### config.mk
export PLATFORM = sky130hd
export DESIGN_NAME = multi_edge_det
export DESIGN_NICKNAME = d
export VERILOG_FILES = /design/src/rtl/edge_det_pkg.sv /design/src/rtl/edge_det_ch.sv /design/src/rtl/multi_edge_det.sv
export SDC_FILE = /design/constraint.sdc
export NUM_CORES = 1
export LEC_CHECK = 0
export CAP_MARGIN = 20
export CORE_UTILIZATION = 30
export CTS_CLUSTER_DIAMETER = 100
export CTS_CLUSTER_SIZE = 20
export DETAILED_ROUTE_END_ITERATION = 10
export HOLD_SLACK_MARGIN = 0.1
export SYNTH_ARGS = -nofsm -noshare
export SYNTH_HDL_FRONTEND = slang
export SYNTH_HIERARCHICAL = 1
export SYNTH_SLANG_ARGS = --single-unit
export TNS_END_PERCENT = 50
### constraint.sdc
create_clock -name clk -period 5.8 [get_ports clk]
set_input_delay 1.45 -clock clk [delete_from_list [all_inputs] [get_ports clk]]
set_output_delay 1.45 -clock clk [all_outputs]
set_load 0.01 [all_outputs]
### src/rtl/edge_det_pkg.sv
// Shared types and helpers for the multi-channel edge detector.
//   edge_mode_t : per-channel detection mode (OFF / RISE / FALL / BOTH)
//   st_width()  : width of the pulse-stretch counter for a given pulse length
package edge_det_pkg;

    typedef enum logic [1:0] {
        EDGE_OFF  = 2'b00,
        EDGE_RISE = 2'b01,
        EDGE_FALL = 2'b10,
        EDGE_BOTH = 2'b11
    } edge_mode_t;

    // Counter must hold PULSE_LEN-1; never narrower than one bit.
    function automatic int unsigned st_width(input int unsigned pulse_len);
        return (pulse_len > 1) ? $clog2(pulse_len) : 1;
    endfunction

endpackage

### src/rtl/edge_det_ch.sv
// One edge-detector channel: optional synchroniser, previous-sample register, mode-selected
// edge decode, pulse stretcher, sticky flag and saturating event counter.
// Ports:
//   clk, rst_n : clock, asynchronous active-low reset
//   data_i     : monitored signal
//   mode_i     : detection mode (edge_mode_t encoding)
//   clr_i      : synchronous clear of flag_o and cnt_o
//   pulse_o    : detection pulse, PULSE_LEN cycles per hit
//   flag_o     : sticky "edge seen since last clear"
//   cnt_o      : saturating edge count
module edge_det_ch
    import edge_det_pkg::*;
#(
    parameter int unsigned SYNC_STAGES = 2,
    parameter int unsigned PULSE_LEN   = 1,
    parameter int unsigned CNT_W       = 8
) (
    input  logic             clk,
    input  logic             rst_n,
    input  logic             data_i,
    input  logic [1:0]       mode_i,
    input  logic             clr_i,
    output logic             pulse_o,
    output logic             flag_o,
    output logic [CNT_W-1:0] cnt_o
);

    localparam int unsigned     ST_W      = st_width(PULSE_LEN);
    localparam logic [ST_W-1:0] ST_RELOAD = ST_W'(PULSE_LEN - 1);

    logic             s;
    logic             prev_q, prev_d;
    logic [ST_W-1:0]  st_q, st_d;
    logic             flag_q, flag_d;
    logic [CNT_W-1:0] cnt_q, cnt_d;
    logic             rise, fall, hit;
    edge_mode_t       mode;

    if (SYNC_STAGES > 0) begin : g_sync
        logic [SYNC_STAGES-1:0] sync_q, sync_d;

        always_comb begin
            sync_d[0] = data_i;
            for (int i = 1; i < SYNC_STAGES; i++) begin
                sync_d[i] = sync_q[i-1];
            end
        end

        always_ff @(posedge clk or negedge rst_n) begin
            if (!rst_n) begin
                sync_q <= '0;
            end else begin
                sync_q <= sync_d;
            end
        end

        assign s = sync_q[SYNC_STAGES-1];
    end else begin : g_nosync
        assign s = data_i;
    end

    assign mode = edge_mode_t'(mode_i);
    assign rise = s & ~prev_q;
    assign fall = ~s & prev_q;

    always_comb begin
        hit = 1'b0;
        unique case (mode)
            EDGE_OFF:  hit = 1'b0;
            EDGE_RISE: hit = rise;
            EDGE_FALL: hit = fall;
            EDGE_BOTH: hit = rise | fall;
        endcase
    end

    always_comb begin
        // prev tracks s regardless of mode so a mode change never fakes an edge
        prev_d = s;

        st_d = st_q;
        if (hit) begin
            st_d = ST_RELOAD;
        end else if (st_q != '0) begin
            st_d = st_q - 1'b1;
        end

        // set wins over clear
        flag_d = flag_q;
        if (hit) begin
            flag_d = 1'b1;
        end else if (clr_i) begin
            flag_d = 1'b0;
        end

        cnt_d = cnt_q;
        if (clr_i) begin
            cnt_d = hit ? CNT_W'(1) : '0;
        end else if (hit && (cnt_q != '1)) begin
            cnt_d = cnt_q + 1'b1;
        end
    end

    always_ff @(posedge clk or negedge rst_n) begin
        if (!rst_n) begin
            prev_q <= 1'b0;
            st_q   <= '0;
            flag_q <= 1'b0;
            cnt_q  <= '0;
        end else begin
            prev_q <= prev_d;
            st_q   <= st_d;
            flag_q <= flag_d;
            cnt_q  <= cnt_d;
        end
    end

    assign pulse_o = hit | (st_q != '0);
    assign flag_o  = flag_q;
    assign cnt_o   = cnt_q;

endmodule

### src/rtl/multi_edge_det.sv
// Multi-channel edge detector: N_CH independent edge_det_ch instances plus an OR of all pulses.
// Ports:
//   clk, rst_n : clock, asynchronous active-low reset
//   data_in    : monitored signals, one per channel
//   mode_i     : per-channel mode, bits [2c+1:2c] for channel c
//   clr_i      : per-channel clear of flag_o / evt_cnt_o
//   pulse_o    : per-channel stretched detection pulse
//   flag_o     : per-channel sticky edge flag
//   any_o      : OR of pulse_o
//   evt_cnt_o  : per-channel saturating counts, channel c at [CNT_W*(c+1)-1 : CNT_W*c]
module multi_edge_det
    import edge_det_pkg::*;
#(
    parameter int unsigned N_CH        = 8,
    parameter int unsigned SYNC_STAGES = 2,
    parameter int unsigned PULSE_LEN   = 1,
    parameter int unsigned CNT_W       = 8
) (
    input  logic                  clk,
    input  logic                  rst_n,
    input  logic [N_CH-1:0]       data_in,
    input  logic [2*N_CH-1:0]     mode_i,
    input  logic [N_CH-1:0]       clr_i,
    output logic [N_CH-1:0]       pulse_o,
    output logic [N_CH-1:0]       flag_o,
    output logic                  any_o,
    output logic [N_CH*CNT_W-1:0] evt_cnt_o
);

    for (genvar c = 0; c < N_CH; c++) begin : g_ch
        edge_det_ch #(
            .SYNC_STAGES(SYNC_STAGES),
            .PULSE_LEN  (PULSE_LEN),
            .CNT_W      (CNT_W)
        ) u_ch (
            .clk    (clk),
            .rst_n  (rst_n),
            .data_i (data_in[c]),
            .mode_i (mode_i[2*c +: 2]),
            .clr_i  (clr_i[c]),
            .pulse_o(pulse_o[c]),
            .flag_o (flag_o[c]),
            .cnt_o  (evt_cnt_o[CNT_W*c +: CNT_W])
        );
    end

    assign any_o = |pulse_o;

endmodule
# Word-level counts from Yosys, hierarchy flattened
# Cells that the tools add are included.
# W data, S select, Z words.
dict set report op_classes {
  addsub 16
  eq_ne 32
  mux 64
  bitwise_logic 48
  reduce_logical 33
}
# operator n
set op_table {}
lappend op_table {{$mux W8} 16}
lappend op_table {{$add A8 B1 Y8 const B} 8}
lappend op_table {{$ne A8 B8 Y1 const B} 8}
lappend op_table {{$mux W1} 40}
lappend op_table {{$eq A2 B2 Y1 const B} 16}
lappend op_table {{$pmux W1 S4} 8}
lappend op_table {{$reduce_bool A2 Y1} 16}
lappend op_table {{$and A1 B1 Y1} 16}
lappend op_table {{$eq A2 B1 Y1 const B} 8}
lappend op_table {{$logic_not A2 Y1} 8}
lappend op_table {{$not A1 Y1} 16}
lappend op_table {{$or A1 B1 Y1} 16}
lappend op_table {{$logic_and A1 B1 Y1} 8}
lappend op_table {{$reduce_or A8 Y1} 1}
lappend op_table {{$sub A1 B1 Y1 const B} 8}
dict set report word_totals {
  register_bits 104
  in_bits 34
  output_inout_bits 81
  wordCells 233
}

# Depth between registers and ports, before layout
dict set report depth {
  ltp_word 7
  mapped_depth 8
  mapped_depth_nobuf 7
}

# Cells and area by module
# Netlist, hierarchy kept.
# module instances cells_each area_per_inst_um2 seq_area_each_um2
set modules_own_cells {}
lappend modules_own_cells {{edge_det_ch (g_ch[1].u_ch ...)} 6 63 651.9 300.3}
lappend modules_own_cells {{edge_det_ch (g_ch[0].u_ch)} 1 72 730.7 300.3}
lappend modules_own_cells {{edge_det_ch (g_ch[7].u_ch)} 1 63 676.9 300.3}
lappend modules_own_cells {multi_edge_det 1 3 16.3 0.0}

# Worst setup path after synthesis
# OpenSTA, ideal clock, no wires.
dict set report synth_path {
  path_kind {input to output}
  from {in mode_i[0]}
  to {out any_o}
  t_arrival_ns 2.378
  t_required_ns 4.350
  path_slack_ns 1.972
  path_stages 6
  path_buffers 1
  cell_sequence {nor2b_4 o21ai_2 buf_6 nand2_1 nor4_1 nand2_1}
}
dict set report synth_via {
  elab_chain_cells 4
  elab_cells_between_ends 7
  classes_between {eq/ne (3); mux (1); bitwise (1); reduce/logical (2)}
}
# element line
set synth_lines {}
lappend synth_lines {{start: declaration} multi_edge_det.sv:22} ;# input logic [2*N_CH-1:0] mode_i,
lappend synth_lines {{$eq A2 B2 Y1 (tied with other cells)} edge_det_ch.sv:68} ;# unique case (mode)
lappend synth_lines {{$pmux W1 S4 *} edge_det_ch.sv:68}
lappend synth_lines {{$or A1 B1 Y1 *} edge_det_ch.sv:117} ;# assign pulse_o = hit | (st_q != '0);
lappend synth_lines {{via pulse_o[0]} multi_edge_det.sv:24} ;# output logic [N_CH-1:0] pulse_o,
lappend synth_lines {{$reduce_or A8 Y1 *} multi_edge_det.sv:47} ;# assign any_o = |pulse_o;
lappend synth_lines {{end: declaration} multi_edge_det.sv:26} ;# output logic any_o,
# The timed path passes the listed nets; every way through them passes the cells marked *.

# Final worst setup path
dict set report layout_path {
  from {in mode_i[0]}
  to {out any_o}
}
dict set report layout_via {
  elab_chain_cells 4
  elab_cells_between_ends 7
  classes_between {eq/ne (3); mux (1); bitwise (1); reduce/logical (2)}
}
# element line
set layout_lines {}
lappend layout_lines {{$eq A2 B2 Y1 (tied with other cells)} edge_det_ch.sv:68}
lappend layout_lines {{$pmux W1 S4 *} edge_det_ch.sv:68}
lappend layout_lines {{$or A1 B1 Y1 *} edge_det_ch.sv:117}
lappend layout_lines {{$reduce_or A8 Y1 *} multi_edge_det.sv:47}
# Every way passes the cells marked *; elsewhere a longest branch is shown, timed or not.

==> metrics.yaml <==
run_status:
  outcome: "finished, final reports clean"
route:
  avgViaCountPerCell: 5.16
  vias: 4424
  drtPass1Iterations: 4
  drt-initial-drc-count: 138
  wl_per_cell_um: 14.8
  drtAntennaViolNets: 0
  totalWireLength_mm: 12.7
  drc: 0
critical_path:
  required_ps: 4350
  r2r_slack_ps: 3760
  slowest_stage: "clkdlybuf4s50_1"
  path_cells: "clkdlybuf4s50_1, nor2b_4, o21ai_2, nand2_1, nor4_1, nand2_1, clkdlybuf4s50_1"
  cp_slowest_stage_delay_ps: 530
  cp-start-kind: "primary input"
  critical_path_class: "in -> out"
  r2r_start: "g_ch[2].u_ch/g_sync.sync_q[1]"
  reg2reg_depth: 5
  crit_arrival_ps: 3680
  crit_fanout: 11
  crit_start: "mode_i[0]"
  crit_path_end_kind: "output pin"
  r2r_end: "g_ch[2].u_ch/cnt_o[4]"
clock_tree:
  cts-buffers-inserted: 9
  cts_max_path_buffers: 2
  htree_levels: 3
  clock_latency_ps: 350
  cts_hold_buf: 0
  cts_tree: "built"
  path_clk_slew_ps: 60
  cts_setup_buffers: 0
  cts_resized: 0
  cts-root-buf: "clkbuf_16"
  clock-sinks: 96
grt:
  grt_max_degree: 58
  gr-total-overflow: 0
  grtUsageTotal_pct: 14.6
  grt_pass1_wl_mm: 21.1
  antenna_found_initial: 0
  grt_pass1_vias: 4344
yosys:
  yosysMostFrequentCell: "dfrtp_1"
  synth_top_family_by_area: "simple AND/OR/NAND/NOR gates"
  synthAdderAreaFrac_pct: 5.63
  synth_area_leader_cell: "dfrtp_1"
  syn_nets: 574
  yosysUniqueCellTypes: 50
  ys_seq_area_share_pct: 45.0
  synthSimpleGateAreaFrac_pct: 20.8
  synth_area_um2: 5340
  syn_area_per_cell_um2: 10.3
  synth_top_area_share_pct: 45.0
  synth_compound_area_share_pct: 18.7
  postSynthCellCount: 516
  ys_top_cells_by_area: "dfrtp_1 (45%), ha_1 (5.6%), a311oi_1 (3.3%)"
  synthFlopType: "dfrtp_1"
  synth_xor_area_share_pct: 0
  yosys_register_bits: 96
  synth_edf_count: 0
  async_flop_share_pct: 100
  synth_common_cells: "dfrtp_1 (96), nand2_1 (45), inv_1 (34), nor2_1 (25), nor2b_1 (25)"
  muxShareOfSynthArea_pct: 5.39
  yosys_warnings: 6
floorplanning:
  die_y_um: 135
  initial_core_util_pct: 30.7
  io_pins: 115
  core_area_um2: 17400
  rows: 48
  die_w_um: 135
  die-area_um2: 18300
sta:
  maxSlewHeadroom_pct: 50.5
  max_freq_ghz: 0.195
  worstMarginPinSlew_ps: 743
  hold_viol: 0
  tns_ps: 0
  slew_violations: 0
  min_period_over_period_pct: 88.4
  rsz0062_at_grt: "no"
  skew_ps: 5.88
  min_period_ps: 5130
  finalSetupViolCount: 0
power_and_ir_drop:
  cellPowerDensity_nw_per_um2: 226
  power.leakage_uw: 0.00288
  ir_worst_vdd_v: 0.000142
final_layout:
  syn_to_final_growth_pct: 30.9
  drive_gt1_share_pct: 8.39
  layout.cells.non_filler: 857
  nNetsFinal: 686
  antenna-diode-count: 0
flow_run:
  maxCapViolations: 0
min_path:
  hold_path_end: "g_ch[2].u_ch/g_sync.sync_q[1]"
  whs_path_depth: 0
  min-delay-start: "g_ch[2].u_ch/g_sync.sync_q[0]"
  hp-class: "reg -> reg"
placement:
  gp_congestion: 0.809
  place_hpwl_mm: 9.32
  portBuffers: 114
  dp_cells: 842
==> critical path: cells and delay by family <==
kind | cells | cell delay, ps
AND/OR/NAND/NOR | 4 | 810
AO/OA/AOI/OAI | 1 | 430
buffers and inverters | 2 | 970
==> flip-flops by register name (all words and copies together), names as in the netlist <==
signal,cells
g_ch.u_ch/g_sync.sync_q,16
g_ch.u_ch/prev_q,8
g_ch.u_ch/cnt_o,64
g_ch.u_ch/flag_o,8
==> stage by stage <==
step / setup WS, ps / cell area, µm² / hold WS [ps] / total power (µW) / util, %
after floorplan: 1970 / 5340 / 331 / 857 / -
after global placement: 706 / 6680 / 334 / 972 / 38.5
after detailed placement: 687 / 6680 / 336 / 980 / 38.5
after CTS: 678 / 6980 / 351 / 1620 / 40.2
after global routing: 516 / 6980 / 361 / 1670 / 40.2
final: 675 / 6980 / 348 / 1580 / 40.2
==> how the worst max path moves through the flow <==
stage	endpoint	cells after the start	slack, ps
floorplan	any_o	6	1970
global placement	any_o	7	710
detailed placement	any_o	7	690
CTS	any_o	7	680
global route	any_o	7	520
finish	any_o	7	670
==> routing by layer <==
metal  global-route usage [%]  vias up  routed length (µm)
met1                     17.9     2158                5670
met3                     5.42       15                 779
li1                         -     2139                   -
met2                     24.2      112                6110
met4                     3.06        0                 112
met5                        0        -                   0
==> cell families (layout without fill, tap and decap cells) <==
kind of cell             count (synthesis)  in the layout
AO/OA/AOI/OAI                          125            125
adder cells (fa/ha/maj)                 24             24
AND/OR/NAND/NOR                        194            194
flip-flops                              96             96
multiplexers                            26             26
buffers and inverters                   51            167
==> layout make-up <==
| cell class | instances | area [µm²] |
|---|---|---|
| Clock buffer | 13 | 270 |
| Tap cell | 225 | 282 |
| Fill cell | 1686 | 10400 |
| Clock inverter | 2 | 37.5 |
| Inverter | 34 | 128 |
| Timing Repair Buffer | 118 | 1170 |
| Multi-Input combinational cell | 369 | 2700 |
| Sequential cell | 96 | 2400 |
==> cell usage in the layout, fill, tap and decap left out, types with 14 or more instances in the layout <==
cell type	Yosys	routed
inv_1	34	34
a311oi_1	20	20
a21oi_1	23	23
dfrtp_1	96	96
nor2b_1	25	25
nand4_1	21	21
nor2_1	25	25
and3_1	20	20
clkdlybuf4s50_1	0	113
ha_1	24	24
mux2_1	14	14
nand3_1	16	16
nand2_1	45	45
==> where the power goes <==
group          leakage, µW  internal (µW)  switching, µW
clock network     0.000148            367            249
logic              0.00148            116            117
registers          0.00125            700           32.0
total              0.00288           1180            397
(Power assumes the default switching activity.)
